### config.mk
export PLATFORM = sky130hd
export DESIGN_NAME = alu_hilo_issue
export DESIGN_NICKNAME = d
export VERILOG_FILES = /design/src/rtl/alu_hilo_issue_pkg.sv /design/src/rtl/alu_hilo_scoreboard.sv /design/src/rtl/alu_hilo_issue.sv
export SDC_FILE = /design/constraint.sdc
export NUM_CORES = 1
export LEC_CHECK = 0
export ABC_CLOCK_PERIOD_IN_PS = 3400
export CORE_MARGIN = 2
export CORE_UTILIZATION = 42
export DETAILED_ROUTE_END_ITERATION = 6
export GPL_ROUTABILITY_DRIVEN = 0
export MAX_ROUTING_LAYER = met4
export PLACE_DENSITY = 0.95
export RECOVER_POWER = 100
export SLEW_MARGIN = 15
export SYNTH_ARGS = -nofsm -noshare
export SYNTH_HDL_FRONTEND = slang
export SYNTH_SLANG_ARGS = --single-unit
### constraint.sdc
create_clock -name ctrl -period 3.4 [get_ports ctrl]
set_input_delay 0.34 -clock ctrl [delete_from_list [all_inputs] [get_ports ctrl]]
set_output_delay 0.34 -clock ctrl [all_outputs]
set_load 0.02 [all_outputs]
### src/rtl/alu_hilo_issue_pkg.sv
// Shared control bundle, ALU function codes and HI/LO classification helpers
// for the execute-stage issue register.
package alu_hilo_issue_pkg;

    typedef struct packed {
        logic clk;
        logic rst;
    } data_control_t;

    typedef enum logic [4:0] {
        alu_func_none,
        alu_func_add,
        alu_func_sub,
        alu_func_and,
        alu_func_or,
        alu_func_xor,
        alu_func_nor,
        alu_func_slt,
        alu_func_sltu,
        alu_func_sll,
        alu_func_srl,
        alu_func_sra,
        alu_func_mfhi,
        alu_func_mflo,
        alu_func_mthi,
        alu_func_mtlo,
        alu_func_mulu,
        alu_func_mult
    } alu_func_t;

    function automatic logic data_control_clock(input data_control_t c);
        return c.clk;
    endfunction

    function automatic logic data_control_reset(input data_control_t c);
        return c.rst;
    endfunction

    function automatic logic alu_func_is_mul(input alu_func_t f);
        return (f == alu_func_mulu) || (f == alu_func_mult);
    endfunction

    // Anything that reads or writes the HI/LO pair, multiplies included.
    function automatic logic alu_func_is_hilo(input alu_func_t f);
        return (f == alu_func_mfhi) || (f == alu_func_mflo) ||
               (f == alu_func_mthi) || (f == alu_func_mtlo) ||
               alu_func_is_mul(f);
    endfunction

endpackage

### src/rtl/alu_hilo_scoreboard.sv
// Tracks the in-flight multiply: counts down the multiply latency and flags
// HI/LO accesses that must wait for the result.
module alu_hilo_scoreboard #(
    parameter int unsigned DELAY = 2
) (
    input  logic clk,
    input  logic rst,
    input  logic mul_accept,
    input  logic hilo_req,
    output logic hilo_busy,
    output logic hazard_gt1
);

    localparam int unsigned CNT_W = $clog2(DELAY + 1);

    typedef enum logic {
        st_idle,
        st_busy
    } state_t;

    state_t           state;
    state_t           state_next;
    logic [CNT_W-1:0] cnt;
    logic [CNT_W-1:0] cnt_next;

    always_ff @(posedge clk or posedge rst) begin
        if (rst) begin
            state <= st_idle;
            cnt   <= '0;
        end else begin
            state <= state_next;
            cnt   <= cnt_next;
        end
    end

    // A new multiply always reloads, even when the previous one is on its last cycle.
    always_comb begin
        state_next = state;
        cnt_next   = cnt;
        if (mul_accept) begin
            cnt_next   = CNT_W'(DELAY);
            state_next = st_busy;
        end else if (cnt != '0) begin
            cnt_next = cnt - CNT_W'(1);
            if (cnt == CNT_W'(1)) begin
                state_next = st_idle;
            end
        end
    end

    assign hilo_busy  = (state == st_busy);
    // At cnt == 1 the result is valid by the time the next op reaches the ALU.
    assign hazard_gt1 = hilo_req && (cnt > CNT_W'(1));

endmodule

### src/rtl/alu_hilo_issue.sv
// Execute-stage issue register ahead of the HI/LO ALU: registers operands and
// holds back HI/LO operations while a multiply result is still pending.
module alu_hilo_issue
    import alu_hilo_issue_pkg::*;
#(
    parameter int unsigned DATA_W  = 32,
    parameter int unsigned DELAY   = 2,
    parameter int unsigned SHAMT_W = 5
) (
    input  data_control_t        ctrl,
    input  logic                 flush,
    input  logic                 out_stall,
    input  logic                 in_valid,
    output logic                 in_ready,
    input  alu_func_t            in_func,
    input  logic [DATA_W-1:0]    in_data1,
    input  logic [DATA_W-1:0]    in_data2,
    input  logic [SHAMT_W-1:0]   in_shamt,
    output logic                 out_valid,
    output alu_func_t            out_func,
    output logic [DATA_W-1:0]    out_data1,
    output logic [DATA_W-1:0]    out_data2,
    output logic [SHAMT_W-1:0]   out_shamt,
    output logic                 hilo_busy
);

    logic clk;
    logic rst;
    logic hazard;
    logic accept;
    logic mul_accept;
    logic hilo_req;

    assign clk = data_control_clock(ctrl);
    assign rst = data_control_reset(ctrl);

    assign hilo_req   = in_valid && alu_func_is_hilo(in_func);
    assign in_ready   = !flush && !out_stall && !hazard;
    assign accept     = in_valid && in_ready;
    assign mul_accept = accept && alu_func_is_mul(in_func);

    alu_hilo_scoreboard #(
        .DELAY(DELAY)
    ) u_scoreboard (
        .clk       (clk),
        .rst       (rst),
        .mul_accept(mul_accept),
        .hilo_req  (hilo_req),
        .hilo_busy (hilo_busy),
        .hazard_gt1(hazard)
    );

    // Output register: flush beats stall, stall beats accept, anything else is a bubble.
    always_ff @(posedge clk or posedge rst) begin
        if (rst) begin
            out_valid <= 1'b0;
            out_func  <= alu_func_none;
            out_data1 <= '0;
            out_data2 <= '0;
            out_shamt <= '0;
        end else if (flush) begin
            out_valid <= 1'b0;
            out_func  <= alu_func_none;
            out_data1 <= '0;
            out_data2 <= '0;
            out_shamt <= '0;
        end else if (out_stall) begin
            out_valid <= out_valid;
        end else if (accept) begin
            out_valid <= 1'b1;
            out_func  <= in_func;
            out_data1 <= in_data1;
            out_data2 <= in_data2;
            out_shamt <= in_shamt;
        end else begin
            out_valid <= 1'b0;
            out_func  <= alu_func_none;
            out_data1 <= '0;
            out_data2 <= '0;
            out_shamt <= '0;
        end
    end

endmodule

Yosys cells after proc, flatten, opt, wreduce, memory -nomap -nowiden

Cells that the tools add are included.

Input bits: 79
ROM bits: 0
Flip-flop bits (word level): 78
Word-level logic and storage cells: 55
RAM bits: 0
Memories kept: 0
Latch bits: 0
Output and inout port bits: 77

Shifts and indexed selects: 0
Magnitude comparators: 1
Equality and inequality tests: 8
Mux-type cells: 20
Reductions and logical operators: 18
Div/mod/pow operators: 0
Bitwise operators: 0
Add/subtract/negate cells: 1
Multiply operators: 0

Operators by type and width:

| cell                | number |
|---|---|
| $mux 32             | 6 |
| $mux 5              | 6 |
| $eq 5x4->1 const B  | 4 |
| $eq 5x5->1 const B  | 2 |
| $logic_and 1x1->1   | 6 |
| $mux 1              | 6 |
| $reduce_bool 2->1   | 3 |
| $logic_or 1x1->1    | 5 |
| $mux 2              | 2 |
| $logic_not 1->1     | 3 |
| $eq 2x1->1 const B  | 1 |
| $gt 2x1->1 const B  | 1 |
| $ne 2x2->1 const B  | 1 |
| $reduce_and 2->1    | 1 |
| $sub 2x1->2 const B | 1 |

Depth between registers and ports, before layout

Gate-level depths: netlist of run 1.

Depth in word-level cells: 13
Gate-level depth with buffers: 7
Gate-level depth less buffers: 5

Cells and area by module

From an unflattened synthesis of run 1, not the netlist that was laid out.

Cell total of the unflattened synthesis: 191
Area total of the unflattened synthesis: 2877.8 um2

By module, submodules not included:

| module              | cells each | sequential area each (um2) | times used | area an instance (um2) |
|---|---|---|---|---|
| alu_hilo_issue      | 175        | 1876.8                     | 1          | 2711.4 |
| alu_hilo_scoreboard | 16         | 75.1                       | 1          | 166.4 |

Worst setup path before layout of run 1

Ideal clock, no wire load.

Path kind: input -> register
Start: in in_func[1]
End: reg out_data1[0]
Path slack: 1.718 ns
Setup time: 0.122 ns
Required time: 3.278 ns
Cell stages on the path: 5
Arrival: 1.560 ns
Buffers on the path: 2
Cells stage by stage: or4b_4 -> a21o_1 -> buf_6 -> buf_6 -> a32o_1

Cells in the longest elaborated chain, start to end: 13
Elaborated cells on any way between the ends: 19
Those cells by class: 6 x eq/ne; 3 x mux; 10 x reduce/logical

RTL lines:

| item                           | RTL line                  | text |
|---|---|---|
| start: declaration             | alu_hilo_issue.sv:15      | `input alu_func_t in_func,` |
| $eq 5x4->1                     | alu_hilo_issue_pkg.sv:45  | `return (f == alu_func_mfhi) \|\| (f == alu_func_mflo) \|\|` |
| $logic_or 1x1->1 (2 in series) | alu_hilo_issue_pkg.sv:45  |  |
| $logic_or 1x1->1               | alu_hilo_issue_pkg.sv:46  | `(f == alu_func_mthi) \|\| (f == alu_func_mtlo) \|\|` |
| $logic_or 1x1->1 *             | alu_hilo_issue_pkg.sv:46  |  |
| $logic_and 1x1->1 *            | alu_hilo_issue.sv:37      | `assign hilo_req = in_valid && alu_func_is_hilo(in_func);` |
| $logic_and 1x1->1 *            | alu_hilo_scoreboard.sv:53 | `assign hazard_gt1 = hilo_req && (cnt > CNT_W'(1));` |
| $logic_not 1->1 *              | alu_hilo_issue.sv:38      | `assign in_ready = !flush && !out_stall && !hazard;` |
| $logic_and 1x1->1 *            | alu_hilo_issue.sv:38      |  |
| $logic_and 1x1->1 *            | alu_hilo_issue.sv:39      | `assign accept = in_valid && in_ready;` |
| $mux 32 *                      | alu_hilo_issue.sv:69      | `end else if (accept) begin` |
| $mux 32 *                      | alu_hilo_issue.sv:67      | `end else if (out_stall) begin` |
| $mux 32 *                      | alu_hilo_issue.sv:61      | `end else if (flush) begin` |
| end signal: assignment         | alu_hilo_issue.sv:72      | `out_data1 <= in_data1;` |
| end: declaration               | alu_hilo_issue.sv:21      | `output logic [DATA_W-1:0] out_data1,` |

Mark *: on every way between the ends. The rest lies on a longest branch, timed or not. The select of a mux whose other input is x is not followed.
A chain may end at the register's enable or synchronous reset.

Worst setup path after layout of run 1

Start: in in_func[2]
End: out in_ready

Cells in the longest elaborated chain, start to end: 9
Elaborated cells on any way between the ends: 15
Those cells by class: 6 x eq/ne; 9 x reduce/logical

RTL lines:

| item                           | RTL line                  | text |
|---|---|---|
| $eq 5x4->1                     | alu_hilo_issue_pkg.sv:45  |  |
| $logic_or 1x1->1 (2 in series) | alu_hilo_issue_pkg.sv:45  |  |
| $logic_or 1x1->1               | alu_hilo_issue_pkg.sv:46  |  |
| $logic_or 1x1->1 *             | alu_hilo_issue_pkg.sv:46  |  |
| $logic_and 1x1->1 *            | alu_hilo_issue.sv:37      |  |
| $logic_and 1x1->1 *            | alu_hilo_scoreboard.sv:53 |  |
| $logic_not 1->1 *              | alu_hilo_issue.sv:38      |  |
| $logic_and 1x1->1 *            | alu_hilo_issue.sv:38      |  |
| end: declaration               | alu_hilo_issue.sv:14      | `output logic in_ready,` |

Mark *: on every way between the ends. The rest lies on a longest branch, timed or not.

==> results of run 1 <==
==> worst max-delay path, cell delays in order <==
cell and delay (ns):
dlygate4sd3_1 0.57, or4b_1 0.60, a21oi_1 0.16, a211oi_1 0.09, dlygate4sd3_1 0.66
==> cells by family (layout without fill, tap and decap cells) <==
family,after synthesis,after routing,share of synthesized area
AOI/OAI and AO/OA,80,80,0.263
xor gates and xnor gates,1,1,0.00292
adders and majority gates,2,2,0.00835
buffers and inverters,29,272,0.0530
DFF,78,78,0.651
and+or+nand+nor,9,9,0.0213
==> sequential cells by signal (all words and copies together) (netlist names) <==
register                count
out_data1                  32
out_data2                  32
out_func                    5
out_shamt                   5
u_scoreboard.cnt            2
out_valid                   1
u_scoreboard.hilo_busy      1
==> layout make-up <==
cell class / count / area (um^2) / area share
multi-input cells: 92 / 896 / 0.161
inverters: 4 / 15.0 / 0.00271
clock inverters: 90 / 807 / 0.145
repair buffers: 158 / 1580 / 0.285
well taps: 96 / 120 / 0.0216
clock buffers: 20 / 175 / 0.0316
flip-flops and latches: 78 / 1950 / 0.352
==> cell usage in the layout, fill, tap and decap left out, types with 2 or more instances in the layout <==
cell             instances
a32o_1                  74
dfrtp_1                 78
ha_1                     2
inv_12                   2
clkdlybuf4s50_1         76
clkbuf_1                10
clkinv_16                2
clkbuf_8                10
clkinvlp_4              80
inv_16                   2
buf_4                    3
bufinv_16                2
inv_1                    4
dlygate4sd3_1           78
o32a_1                   2
==> power breakdown <==
| group | switching [W] | internal [W] | total (W) |
|---|---|---|---|
| clock network | 0.00174 | 0.000959 | 0.00270 |
| registers | 0.0000369 | 0.000947 | 0.000984 |
| logic | 0.000213 | 0.000211 | 0.000424 |
==> worst max path at each step <==
stage | to | slack [ns]
6_report | in_ready | 0.64
5_1_grt | in_ready | 0.58
4_1_cts | in_ready | 0.91
3_5_place_dp | out_data2[12] | 0.79
3_3_place_gp | out_data1[0] | 0.82
2_1_floorplan | out_data1[0] | 0.82
==> stage by stage <==
stage,cells,setup slack (ns)
detailed placement,429,0.788
global route,538,0.584
CTS,538,0.912
floorplan,199,0.818
finish,538,0.635
global placement,429,0.818
==> metal layers <==
metal / vias to the layer above / share of wire / global-route usage
met5: - / 0 / -
met4: 0 / 0.027 / 0.296
met3: 27 / 0.069 / 0.172
met2: 161 / 0.55 / 0.420
met1: 1495 / 0.36 / 0.245
li1: 1290 / - / -
==> out/metrics.yaml, run 1 <==
yosys:
  syn_area_mm2: 0.00300
  yosysTopAreaCell: "dfrtp_1"
  synthTopCellsByCount: "dfrtp_1 (78), a32o_1 (74), clkbuf_1 (14)"
  synth_edf_count: 0
  async_flop_share: 1.00
  synth_area_per_cell_um2: 15.1
  synth_nets: 280
  synth_top_cell_area_share: 0.651
  synth_seq_area_share: 0.651
  synth-main-ff-cell: "dfrtp_1"
  syn_inst: 199
  synth_area_leaders: "dfrtp_1 (65%), a32o_1 (25%), buf_6 (2.3%)"
  ys_types: 21
  ys_ff_latch: 78
  ys_warn_count: 0
  post-synth-top-count-cell: "dfrtp_1"
setup_path:
  worstReg2RegStart: "u_scoreboard.cnt[1]"
  crit_fanout: 4
  arrival_ns: 2.42
  ff2ff_setup_slack_ns: 0.83
  r2r-end: "out_func[0]"
  startpoint: "in_func[2]"
  r2r_cells: 6
  setup.worst_path.class: "in -> out"
  start_kind: "primary input"
  endpoint_kind: "output port"
  required_ns: 3.06
clocking:
  cts_resized: 0
  worstSkewPairLatency_ns: 0.33
  clk_pin_slew_ns: 0.08
  cts_tree: "built"
  postCtsSetupRepairBufs: 0
  holdBufCountCts: 0
timing:
  fmax_ghz: 0.362
  period_minus_slack_ns: 2.76
  worstMarginPinSlew_ns: 1.58
  hold_slack_ns: 0.488
  slew_violations: 74
  fin_crit_sh: 0.813
  setup-tns-final_ns: 0
  fin_skew_ns: 0.00938
  grt_setup_unrepaired: "false"
  timing.final.hold_violations: 0
  finalSetupViolCount: 0
  slew_headroom: -0.0523
global_routing:
  grt_use_total: 0.289
  grt_pass1_wl_um: 15900
  grt-ovfl-total: 0
  grt_pass1_vias: 3777
  grt_start_max_net_pins: 43
  antenna_found_initial: 0
power:
  power_per_cell_area_mw_per_mm2: 740
  vdd_drop_max_mv: 0.471
  total_power_w: 0.00411
  p_leak_nw: 2.31
layout:
  final_util: 0.808
  final_cell_area_mm2: 0.00555
  synthToLayoutAreaGrowth_pct: 85.1
  drive_gt1_frac: 0.240
  antennaDiodeCount: 0
  nets: 511
  fillers: 405
flow_run:
  drv_cap: 6
floorplanning:
  num_rows: 30
  die_y_um: 88.5
  die_area_mm2: 0.00783
  ioPinCount: 156
  die_x_um: 88.5
  start_util: 0.436
  core_area_mm2: 0.00687
drt:
  routed_wl_um: 10400
  postRouteAntennaNets: 0
  drt_pass1_iterations: 5
  viasPerCell: 5.53
  routedWlPerCell_um: 19.3
  drtIter0Drc: 139
  vias: 2973
  drc: 0
placement:
  hpwl_um: 5800
  placed_area_mm2: 0.00458
  io_buffers: 154
run_status:
  violations: "capacitance limit, slew limit"
  status: "finished with violations"
hold_path:
  hold_path_class: "reg -> reg"
  whs_path_depth: 1
  hp-start: "out_data1[10]"
  min_to: "out_data1[10]"
(Power assumes the default switching activity.)
==> run 2: changes to the inputs <==
--- a/config.mk
+++ b/config.mk
@@ -5,13 +5,13 @@
 export SDC_FILE = /design/constraint.sdc
 export NUM_CORES = 1
 export LEC_CHECK = 0
-export ABC_CLOCK_PERIOD_IN_PS = 3400
+export ABC_CLOCK_PERIOD_IN_PS = 2400
 export CORE_MARGIN = 2
-export CORE_UTILIZATION = 42
+export CORE_UTILIZATION = 36
 export DETAILED_ROUTE_END_ITERATION = 6
 export GPL_ROUTABILITY_DRIVEN = 0
 export MAX_ROUTING_LAYER = met4
-export PLACE_DENSITY = 0.95
+export PLACE_DENSITY = 0.88
 export RECOVER_POWER = 100
 export SLEW_MARGIN = 15
 export SYNTH_ARGS = -nofsm -noshare
==> constraint.sdc (replaced) <==
create_clock -name ctrl -period 2.4 [get_ports ctrl]
set_input_delay 0.24 -clock ctrl [delete_from_list [all_inputs] [get_ports ctrl]]
set_output_delay 0.24 -clock ctrl [all_outputs]
set_load 0.02 [all_outputs]
==> run 2 against run 1 <==
Non-clock buffer count increased by 2; critical path depth did not move; worst setup slack worse by 0.27 ns; critical endpoint unchanged; the flow now finishes without violations; sequential share of layout area rose by 0.13 points; clock skew shrank 0.0033 ns; critical path type unchanged; wire length fell by 12%; core utilization shrank 13 points.
==> out/metrics.yaml, run 2 (synthesized netlist as in run 1, its figures left out) <==
drt:
  viasPerCell: 5.29
  routedWlPerCell_um: 16.7
  drt_pass1_iterations: 5
  drtIter0Drc: 118
  drc: 0
  postRouteAntennaNets: 0
  vias: 2898
  routed_wl_um: 9160
power:
  total_power_w: 0.00571
  p_leak_nw: 2.30
  power_per_cell_area_mw_per_mm2: 1030
  vdd_drop_max_mv: 0.640
layout:
  layout.cells.most_common: "clkinvlp_4"
  ff_latch_area_mm2: 0.00195
  multi_input_area_um2: 897
  final_cell_mix: "clkinvlp_4 (79), dfrtp_1 (78), dlygate4sd3_1 (77), clkdlybuf4s50_1 (76), a32o_1 (74)"
  fillers: 621
  nets: 513
  instances_no_fill: 548
  synthToLayoutAreaGrowth_pct: 84.4
  drive_gt1_frac: 0.242
  reg_top3: "out_data1: 32 flops, out_data2: 32 flops"
timing:
  hold_slack_ns: 0.486
  period_minus_slack_ns: 2.04
  fmax_ghz: 0.491
  grt_setup_unrepaired: "false"
  slew_headroom: 0.0137
  layout_setup_ws_ns: 0.361
  timing.final.hold_violations: 0
  worstMarginPinSlew_ns: 1.48
  slew_violations: 0
  fin_crit_sh: 0.849
  setup-tns-final_ns: 0
  fin_skew_ns: 0.00612
  finalSetupViolCount: 0
clocking:
  cts_tree: "built"
  clk_pin_slew_ns: 0.07
  worstSkewPairLatency_ns: 0.34
  holdBufCountCts: 0
  postCtsSetupRepairBufs: 0
  cts_resized: 0
run_status:
  status: "completed"
hold_path:
  hold_path_class: "reg -> reg"
  hp-start: "out_data1[4]"
floorplanning:
  num_rows: 33
  start_util: 0.369
  die_x_um: 95.3
  core_area_mm2: 0.00813
  die_area_mm2: 0.00907
  die_y_um: 95.3
  ioPinCount: 156
placement:
  io_buffers: 154
  place_inst: 440
  hpwl_um: 5400
  place_ws_ns: 0.169
setup_path:
  arrival_ns: 1.80
  slowest_stage: "or4b_1"
  worstReg2RegStart: "u_scoreboard.cnt[1]"
  endpoint_kind: "output port"
  crit_fanout: 4
  worstPathBufferInverterCount: 2
  startpoint: "in_func[1]"
  path_delay_family: "buffers and inverters"
  required_ns: 2.16
  critPathMaxStageDelay_ns: 0.59
  start_kind: "primary input"
  path_cells: "dlygate4sd3_1 -> or4b_1 -> a21oi_1 -> a211oi_1 -> clkbuf_1"
  setup.worst_path.class: "in -> out"
global_routing:
  grt_use_total: 0.223
  grt_pass1_vias: 3415
  antenna_found_initial: 0
  grt-ovfl-total: 0
  grt_start_max_net_pins: 46
  grt_pass1_wl_um: 14400
flow_run:
  drv_cap: 0
-- run 2: final timing paths --
path                       depth (start not counted)            end  slack [ns]
max reg2reg                                        6  out_data1[23]        0.66
max                                                5       in_ready        0.36
max in group asynchronous                          3  out_data2[12]        0.64
min in group asynchronous                          3    out_func[3]        1.55
min                                                1   out_data1[4]        0.49
min reg2reg                                        1   out_data1[4]        0.49
-- run 2: routing by layer --
| layer | vias to the layer above | GRT usage | wire length [um] |
|---|---|---|---|
| li1 | 1302 | - | - |
| met1 | 1433 | 0.219 | 3610 |
| met4 | 0 | 0.244 | 225 |
| met3 | 22 | 0.142 | 737 |
| met2 | 141 | 0.278 | 4590 |
| met5 | - | - | 0 |
-- run 2: area by class of cell --
class	count	share of cell area
diodes	1	0.000453
clock buffers	20	0.0317
clock inverters	88	0.140
inverters	4	0.00272
multi-input cells	92	0.162
flip-flops and latches	78	0.353
well taps	105	0.0238
repair buffers	160	0.286
-- run 2: stage by stage --
stage               instance area (um^2)   util
global placement                    4590  0.565
finish                              5530  0.680
global route                        5530  0.679
detailed placement                  4590  0.565
floorplan                           3000      -
CTS                                 5630  0.692
-- run 2: where the power goes --
group	internal [W]	switching, W	total [W]
logic	0.000300	0.000297	0.000597
registers	0.00134	0.0000458	0.00139
clock network	0.00139	0.00234	0.00373
